==> src/rtl/mouse_pkg.sv <==
// Shared types and constants for the PS/2 mouse position tracker.
// Byte-0 bit positions, default screen extents and the header decode helper.
package mouse_pkg;

    typedef enum logic [1:0] {
        WAIT_B0,
        WAIT_B1,
        WAIT_B2,
        APPLY
    } state_e;

    localparam int unsigned BTN_L = 0;
    localparam int unsigned BTN_R = 1;
    localparam int unsigned BTN_M = 2;
    localparam int unsigned SYNC  = 3;
    localparam int unsigned XS    = 4;
    localparam int unsigned YS    = 5;
    localparam int unsigned XO    = 6;
    localparam int unsigned YO    = 7;

    localparam int unsigned H_MAX_DEFAULT = 640;
    localparam int unsigned V_MAX_DEFAULT = 480;

    // Byte 0 minus the always-one sync bit, which carries no information once accepted.
    typedef struct packed {
        logic y_ovf;
        logic x_ovf;
        logic y_sign;
        logic x_sign;
        logic btn_m;
        logic btn_r;
        logic btn_l;
    } hdr_t;

    function automatic hdr_t decode_hdr(input logic [7:0] b);
        hdr_t h;
        h.y_ovf  = b[YO];
        h.x_ovf  = b[XO];
        h.y_sign = b[YS];
        h.x_sign = b[XS];
        h.btn_m  = b[BTN_M];
        h.btn_r  = b[BTN_R];
        h.btn_l  = b[BTN_L];
        return h;
    endfunction

endpackage

==> src/rtl/mouse_axis_clamp.sv <==
// Saturating add of a signed delta to an unsigned screen coordinate.
// Result is clamped to [0, LIMIT-1]; the sum is formed in 12-bit signed so it never wraps.
module mouse_axis_clamp #(
    parameter int unsigned LIMIT = 640
) (
    input  logic [9:0]        pos_i,
    input  logic signed [9:0] delta_i,
    output logic [9:0]        pos_o
);

    localparam logic signed [11:0] MaxPos = 12'(LIMIT - 1);

    logic signed [11:0] sum;

    always_comb begin
        sum = $signed({2'b00, pos_i}) + $signed({{2{delta_i[9]}}, delta_i});
        if (sum < 12'sd0) begin
            pos_o = '0;
        end else if (sum > MaxPos) begin
            pos_o = MaxPos[9:0];
        end else begin
            pos_o = sum[9:0];
        end
    end

endmodule

==> src/rtl/mouse_pos_tracker.sv <==
// Assembles 3-byte PS/2 mouse packets and tracks a clamped absolute cursor position.
// Produces button levels plus one-cycle click, update and sync-error pulses.
module mouse_pos_tracker
    import mouse_pkg::*;
#(
    parameter int unsigned H_MAX       = H_MAX_DEFAULT,
    parameter int unsigned V_MAX       = V_MAX_DEFAULT,
    parameter int unsigned X_INIT      = 320,
    parameter int unsigned Y_INIT      = 240,
    parameter int unsigned TIMEOUT_CYC = 2000000
) (
    input  logic       clk,
    input  logic       rst,
    input  logic [7:0] rx_data,
    input  logic       rx_valid,
    output logic [9:0] mouse_x_pos,
    output logic [9:0] mouse_y_pos,
    output logic       mouse_left,
    output logic       mouse_right,
    output logic       mouse_middle,
    output logic       left_click,
    output logic       right_click,
    output logic       pos_update,
    output logic       sync_err
);

    localparam int unsigned     CntW    = $clog2(TIMEOUT_CYC + 1);
    localparam logic [CntW-1:0] CntLast = CntW'(TIMEOUT_CYC - 1);

    state_e          state_q, state_d;
    hdr_t            hdr_q, hdr_d;
    logic [7:0]      dx_q, dx_d, dy_q, dy_d;
    logic [CntW-1:0] cnt_q, cnt_d;
    logic [9:0]      x_q, x_d, y_q, y_d;
    logic            left_q, left_d, right_q, right_d, middle_q, middle_d;
    logic            lclk_q, lclk_d, rclk_q, rclk_d, upd_q, upd_d, serr_q, serr_d;

    logic signed [9:0] dx_ext, dy_neg;
    logic [9:0]        x_clamped, y_clamped;
    logic              b0_slot, timeout;

    // Overflowed axes contribute nothing; Y is negated because PS/2 +Y points up.
    assign dx_ext = hdr_q.x_ovf ? '0 : {hdr_q.x_sign, hdr_q.x_sign, dx_q};
    assign dy_neg = hdr_q.y_ovf ? '0 : -{hdr_q.y_sign, hdr_q.y_sign, dy_q};

    mouse_axis_clamp #(.LIMIT(H_MAX)) u_clamp_x (
        .pos_i  (x_q),
        .delta_i(dx_ext),
        .pos_o  (x_clamped)
    );

    mouse_axis_clamp #(.LIMIT(V_MAX)) u_clamp_y (
        .pos_i  (y_q),
        .delta_i(dy_neg),
        .pos_o  (y_clamped)
    );

    // A byte arriving during APPLY is the next packet's byte 0, so it gets the same check.
    assign b0_slot = rx_valid && (state_q == WAIT_B0 || state_q == APPLY);
    assign timeout = (cnt_q == CntLast);

    always_comb begin
        state_d  = state_q;
        hdr_d    = hdr_q;
        dx_d     = dx_q;
        dy_d     = dy_q;
        cnt_d    = cnt_q;
        x_d      = x_q;
        y_d      = y_q;
        left_d   = left_q;
        right_d  = right_q;
        middle_d = middle_q;
        lclk_d   = 1'b0;
        rclk_d   = 1'b0;
        upd_d    = 1'b0;
        serr_d   = 1'b0;

        unique case (state_q)
            WAIT_B0: ;
            WAIT_B1, WAIT_B2: begin
                if (rx_valid) begin
                    cnt_d = '0;
                    if (state_q == WAIT_B1) begin
                        dx_d    = rx_data;
                        state_d = WAIT_B2;
                    end else begin
                        dy_d    = rx_data;
                        state_d = APPLY;
                    end
                end else if (timeout) begin
                    cnt_d   = '0;
                    serr_d  = 1'b1;
                    state_d = WAIT_B0;
                end else begin
                    cnt_d = cnt_q + CntW'(1);
                end
            end
            APPLY: begin
                x_d      = x_clamped;
                y_d      = y_clamped;
                left_d   = hdr_q.btn_l;
                right_d  = hdr_q.btn_r;
                middle_d = hdr_q.btn_m;
                lclk_d   = hdr_q.btn_l & ~left_q;
                rclk_d   = hdr_q.btn_r & ~right_q;
                upd_d    = 1'b1;
                state_d  = WAIT_B0;
            end
            default: state_d = WAIT_B0;
        endcase

        if (b0_slot) begin
            if (rx_data[SYNC]) begin
                hdr_d   = decode_hdr(rx_data);
                cnt_d   = '0;
                state_d = WAIT_B1;
            end else begin
                serr_d = 1'b1;
            end
        end
    end

    always_ff @(posedge clk or posedge rst) begin
        if (rst) begin
            state_q  <= WAIT_B0;
            hdr_q    <= '0;
            dx_q     <= '0;
            dy_q     <= '0;
            cnt_q    <= '0;
            x_q      <= 10'(X_INIT);
            y_q      <= 10'(Y_INIT);
            left_q   <= 1'b0;
            right_q  <= 1'b0;
            middle_q <= 1'b0;
            lclk_q   <= 1'b0;
            rclk_q   <= 1'b0;
            upd_q    <= 1'b0;
            serr_q   <= 1'b0;
        end else begin
            state_q  <= state_d;
            hdr_q    <= hdr_d;
            dx_q     <= dx_d;
            dy_q     <= dy_d;
            cnt_q    <= cnt_d;
            x_q      <= x_d;
            y_q      <= y_d;
            left_q   <= left_d;
            right_q  <= right_d;
            middle_q <= middle_d;
            lclk_q   <= lclk_d;
            rclk_q   <= rclk_d;
            upd_q    <= upd_d;
            serr_q   <= serr_d;
        end
    end

    assign mouse_x_pos  = x_q;
    assign mouse_y_pos  = y_q;
    assign mouse_left   = left_q;
    assign mouse_right  = right_q;
    assign mouse_middle = middle_q;
    assign left_click   = lclk_q;
    assign right_click  = rclk_q;
    assign pos_update   = upd_q;
    assign sync_err     = serr_q;

endmodule

==> config.mk <==
export PLATFORM = sky130hd
export DESIGN_NAME = mouse_pos_tracker
export DESIGN_NICKNAME = d
export VERILOG_FILES = /design/src/rtl/mouse_pkg.sv /design/src/rtl/mouse_axis_clamp.sv /design/src/rtl/mouse_pos_tracker.sv
export SDC_FILE = /design/constraint.sdc
export NUM_CORES = 1
export LEC_CHECK = 0
export CAP_MARGIN = 5
export CELL_PAD_IN_SITES_DETAIL_PLACEMENT = 1
export CELL_PAD_IN_SITES_GLOBAL_PLACEMENT = 2
export CORE_AREA = 2 2 112 114
export CTS_BUF_LIST = sky130_fd_sc_hd__clkbuf_8 sky130_fd_sc_hd__clkbuf_16
export CTS_CLUSTER_DIAMETER = 120
export DETAILED_ROUTE_END_ITERATION = 6
export DIE_AREA = 0 0 114 116
export HOLD_SLACK_MARGIN = 0.03
export PLACE_DENSITY_LB_ADDON = 0.2
export SLEW_MARGIN = 10
export SYNTH_ARGS = -nofsm -noshare
export SYNTH_HDL_FRONTEND = slang
export SYNTH_SLANG_ARGS = --single-unit
==> constraint.sdc <==
create_clock -name clk -period 8.4 [get_ports clk]
set_clock_uncertainty 0.15 [all_clocks]
set_input_delay 1.26 -clock clk [delete_from_list [all_inputs] [get_ports clk]]
set_output_delay 1.26 -clock clk [all_outputs]
set_load 0.05 [all_outputs]
Yosys cells after proc, flatten, opt, wreduce, memory -nomap -nowiden --
Cells that the tools add are included. Widths: inputs -> output; s select.
Cells by class: reduce and logical (&&, ||, !) cells 7, bitwise logic cells 5, add/sub/neg operators 4, eq/ne operators 4, magnitude comparators 4, multiplexer cells 25
Operators with widths (count):
- $mux 21 | 5
- $mux 10 | 6
- $add 11x10->12 | 2
- $lt 12x1->1 const B | 2
- $add 21x1->21 const B | 1
- $eq 21x21->1 const B | 1
- $gt 12x10->1 const B | 1
- $gt 12x11->1 const B | 1
- $neg 10->10 | 1
- $mux 1 | 9
- $mux 2 | 4
- $reduce_and 3->1 | 2
- $eq 2x2->1 const B | 2
- $pmux 2 s2 | 1
- $not 1->1 | 3
- $and 1x1->1 | 2
- $eq 2x1->1 const B | 1
- $logic_not 2->1 | 1
- $reduce_and 2->1 | 1
- $reduce_or 2->1 | 1
- $logic_and 1x1->1 | 1
- $logic_or 1x1->1 | 1
Word-level totals: flip-flop bits (word level) 73, word-level logic and storage cells 69

Depth between registers and ports, before layout --
word-level depth 6, mapped depth 15, depth with buffers taken out 14

Cells and area by module --
From an unflattened synthesis, not the netlist that was laid out.
Second synthesis, totals: cells, all modules 501, area, all modules 4908.5 um2
Modules (own cells, without submodules):
- mouse_pos_tracker | area an instance 3550.9 um2, instances 1, cells an instance 325
- mouse_axis_clamp at u_clamp_x | area an instance 688.2 um2, instances 1, cells an instance 91
- mouse_axis_clamp at u_clamp_y | area an instance 669.4 um2, instances 1, cells an instance 85

Worst setup path before layout --
No wires, ideal clock.
path kind reg-to-reg, from register dy_q[0], to register y_q[5], in the netlist mouse_y_pos[5], arrival time 3.052 ns, stages on the path, launching flop included 15, library setup time 0.079 ns, period minus slack after synthesis 3.281 ns, data required time 8.171 ns, path slack 5.119 ns, cell sequence dfrtp_1 -> inv_1 -> ha_1 -> nand2b_1 -> nor4_1 -> xor2_1 -> nor2_1 -> ha_1 -> or3_1 -> a221oi_2 -> nor2_1 -> xnor2_1 -> or4b_1 -> buf_2 -> a41o_1
On the way: word-level cells in the longest chain between the ends 6, elaborated cells between the ends (all ways) 7, classes of those cells add/sub (2); order compare (2); mux (3)
Ends and longest elaborated chain:
- start: declaration | line mouse_pos_tracker.sv:32 | logic [7:0] dx_q, dx_d, dy_q, dy_d;
- start signal: assignment | line mouse_pos_tracker.sv:143 | dy_q <= dy_d;
- $neg 10->10 * | line mouse_pos_tracker.sv:44 | assign dy_neg = hdr_q.y_ovf ? '0 : -{hdr_q.y_sign, hdr_q.y_sign, dy_q};
- $mux 10 * | line mouse_pos_tracker.sv:44
- $add 11x10->12 * | line mouse_axis_clamp.sv:16 | sum = $signed({2'b00, pos_i}) + $signed({{2{delta_i[9]}}, delta_i});
- $gt 12x10->1 | line mouse_axis_clamp.sv:19 | end else if (sum > MaxPos) begin
- $mux 10 | line mouse_axis_clamp.sv:19
- $mux 10 * | line mouse_axis_clamp.sv:17 | if (sum < 12'sd0) begin
- end signal: assignment | line mouse_pos_tracker.sv:131 | y_q <= 10'(Y_INIT);
- end signal: assignment | line mouse_pos_tracker.sv:146 | y_q <= y_d;
- end: declaration | line mouse_pos_tracker.sv:34 | logic [9:0] x_q, x_d, y_q, y_d;
Mark *: on every way between the ends. The rest lies on a longest branch, timed or not. A chain may end at the register's enable or synchronous reset.

Worst setup path after layout --
from register dy_q[2], to register y_q[5], in the netlist mouse_y_pos[5]
The elaborated chain is that of the path after synthesis.

==> summary.txt <==
Synth
  – Async SR Flop Fraction: 100%
  – EDFF count, synth: 0
  – Leading area contributor after synthesis: dfrtp_1
  – Sequential-to-total area share from yosys stat: 39.1%
  – Unique masters post-synth: 65
  – Most used DFF post-synth: dfrtp_1
  – Syn avg cell area: 9.32 sq um
  – Synth area leaders: dfrtp_1 36%, ha_1 6.7%, mux2_2 5.3%, a21oi_1 4.2%, o21ai_0 3.9%
  – Register bit total from synthesis: 73
  – Synth warnings: 0
  – Top-count cell post-synth: dfrtp_1
  – Synth cell count leaders: 67 x dfrtp_1, 46 x nand2_1, 39 x a21oi_1
  – Syn Nets: 542
  – Share of the synthesized area in the top cell type: 35.7%
  – Netlist Area Pre-Place: 4700 sq um
  – Post-Syn Instances: 504

Setup path
  – Worst Setup SP: dy_q[2]
  – CP Buf/Inv Count: 0
  – Crit path to: mouse_y_pos[5]
  – CP top delay family: simple AND/OR/NAND/NOR gates
  – Crit path kind: reg -> reg
  – R2R Path Start: dy_q[2]
  – Worst Setup End Kind: flip-flop
  – WP depth: 11
  – Critical path launch point type: flip-flop
  – CP max stage cell: or4b_1
  – Critical Path, Cell by Cell: nor3_1 > nand2_1 > xnor2_1 > nor2_1 > ha_1 > or3_1 > a221oi_2 > nor2_1 > xnor2_1 > or4b_1 > a41o_1
  – Crit-path max FO: 6
  – Worst EP arrival: 3.76 ns
  – Flop2flop setup slack: 4.77 ns
  – Reg-to-Reg End: mouse_y_pos[5]
  – Worst r2r path cells: 11
  – Crit path required time: 8.53 ns
  – Slowest stage delay, CP: 0.66 ns

Clock network
  – Worst-skew pair later-pin latency: 0.35 ns
  – CTS tree: yes
  – Clock Sinks: 73
  – H-tree depth: 3
  – Clock Path Buffers: 2
  – Post-CTS Resized: 0
  – Setup bufs post-CTS: 0
  – CTS Root Buffer Type: clkbuf_16
  – Total CTS buffers: 9
  – CTS Hold Bufs: 0
  – Clk pin slew, worst setup/hold paths: 0.06 ns

STA
  – Final hold violation count: 0
  – RSZ-0062 raised after global routing: false
  – Max frequency: 276 MHz
  – Setup violations, final: 0
  – Worst slew margin: 23.2%
  – Slew @ Worst Pin: 1.14 ns
  – Fin. max-slew vios: 0
  – Min cycle time layout: 3.63 ns
  – Total negative slack: 0 ns
  – Fin crit share: 43.2%

Final layout
  – Final instance area: 5510 sq um
  – Fin util: 46.3%
  – Layout Nets: 573
  – Non-filler cells, final: 687
  – Share of cells above drive strength 1: 11.5%
  – Area Overhead vs Synth: 17.3%
  – Antenna Cells: 0

Global routing
  – Largest net degree at the start of global routing: 74
  – M2 GR Usage: 31.5%
  – Antenna violations before repair: 0
  – Number of global-route vias before repair: 4094
  – Grt peak-use layer: met2
  – Total Routing Usage GR: 19.9%
  – Overflow left after global routing: 0
  – Met1 Usage GRT: 27.7%
  – First-pass GRT wire length: 20800 um
  – Met3 Track Usage GR: 3.35%

Floorplanning
  – Cell Rows: 40
  – Starting Density: 39.4%
  – DIE WIDTH: 114 um
  – Io pins: 38
  – Die Ht: 116 um
  – Die area: 13200 sq um
  – Core Footprint: 11900 sq um

Flow run
  – Max-Cap Viols: 0

Route
  – DR WL/cell: 17.6 um
  – ANT nets after route: 0
  – Routed wire length: 12100 um
  – First DRT Iteration DRCs: 182
  – Via-to-Cell Ratio: 5.76
  – DRC Markers: 0
  – Total number of vias: 3956
  – Drt pass-1 iters: 4

Run status
  – Outcome: finished, final reports clean

Place
  – DP HPWL: 8750 um
  – I/O Buffers: 37
  – Placed cell count: 671
  – GPL Wtd Cong: 0.858
  – Placed inst area: 5190 sq um

Power
  – Leakage: 2.31 nW
  – Power Dens Cells: 456 nW/um^2
  – Worst vdd ir: 0.212 mV

Hold path
  – Worst Hold Class: reg -> reg
registers in the layout, summed over array words and instances, names as in the netlist:
register / flops
pos_update: 1
hdr_q: 7
dx_q: 8
mouse_right: 1
right_click: 1
dy_q: 8
cnt_q: 21
left_click: 1
mouse_y_pos: 10
mouse_middle: 1
state_q: 2
sync_err: 1
mouse_x_pos: 10
mouse_left: 1
kinds of logic after synthesis:
family / count (synthesis) / share of synthesized area (%)
AND/OR/NAND/NOR: 168 / 19.3
AO/OA/AOI/OAI: 149 / 20.8
flip-flops: 73 / 39.1
buffers and inverters: 41 / 3.54
adder cells (fa/ha/maj): 27 / 7.51
XOR/XNOR: 24 / 4.48
multiplexers: 22 / 5.28
layout by cell type (no fill, tap or decap), types with 9 or more instances in the layout:
master / n
dfrtp_1: 67
nand2_1: 46
a21oi_1: 39
o21ai_0: 37
clkdlybuf4s50_1: 37
nor2_1: 32
ha_1: 25
mux2_2: 22
inv_1: 20
xor2_1: 15
nor2b_1: 13
a31oi_1: 13
nor3_1: 11
a311oi_1: 9
xnor2_1: 9
clkbuf_16: 9
worst reg2reg max path: cells and delay by family (launching register included):
kind                     cells  cell delay (ns)
AO/OA/AOI/OAI                2             0.55
XOR/XNOR                     2             0.30
AND/OR/NAND/NOR              6             1.91
adder cells (fa/ha/maj)      1             0.24
flip-flops                   1             0.41
layer usage:
metal	wire, um	vias up
li1	-	1913
met1	6090	1975
met2	5500	52
met3	303	16
met4	220	0
met5	0	-
through the flow:
stage | setup WS (ns) | hold slack [ns] | total power [mW]
after floorplan | 5.12 | 0.292 | 1.72
after detailed placement | 4.74 | 0.296 | 2.09
after global placement | 4.83 | 0.287 | 2.05
final | 4.77 | 0.295 | 2.51
after CTS | 4.77 | 0.303 | 2.53
after global routing | 4.45 | 0.324 | 2.73
worst min-delay path by stage:
stage                      from          end  slack [ns]  depth (start not counted)
finish              mouse_right  right_click        0.30                          1
global route        mouse_right  right_click        0.32                          1
CTS                 mouse_right  right_click        0.30                          1
detailed placement  mouse_right  right_click        0.30                          1
global placement     mouse_left   left_click        0.29                          1
floorplan               dx_q[3]      dx_q[3]        0.29                          2
power breakdown:
part	switching, mW	leakage, nW	internal [mW]	total [mW]
combinational	0.924	1.25	0.582	1.51
sequential	0.107	0.916	0.479	0.586
clock	0.162	0.144	0.259	0.422
area by class of cell:
class,count,area [sq um]
fillers,1355,6400
flip-flops and latches,73,1830
well taps,147,184
repair buffers,40,393
clock buffers,9,225
clock inverters,7,95.1
inverters,21,80.1
multi-input cells,390,2700
Power figures use the tool's default switching activity.
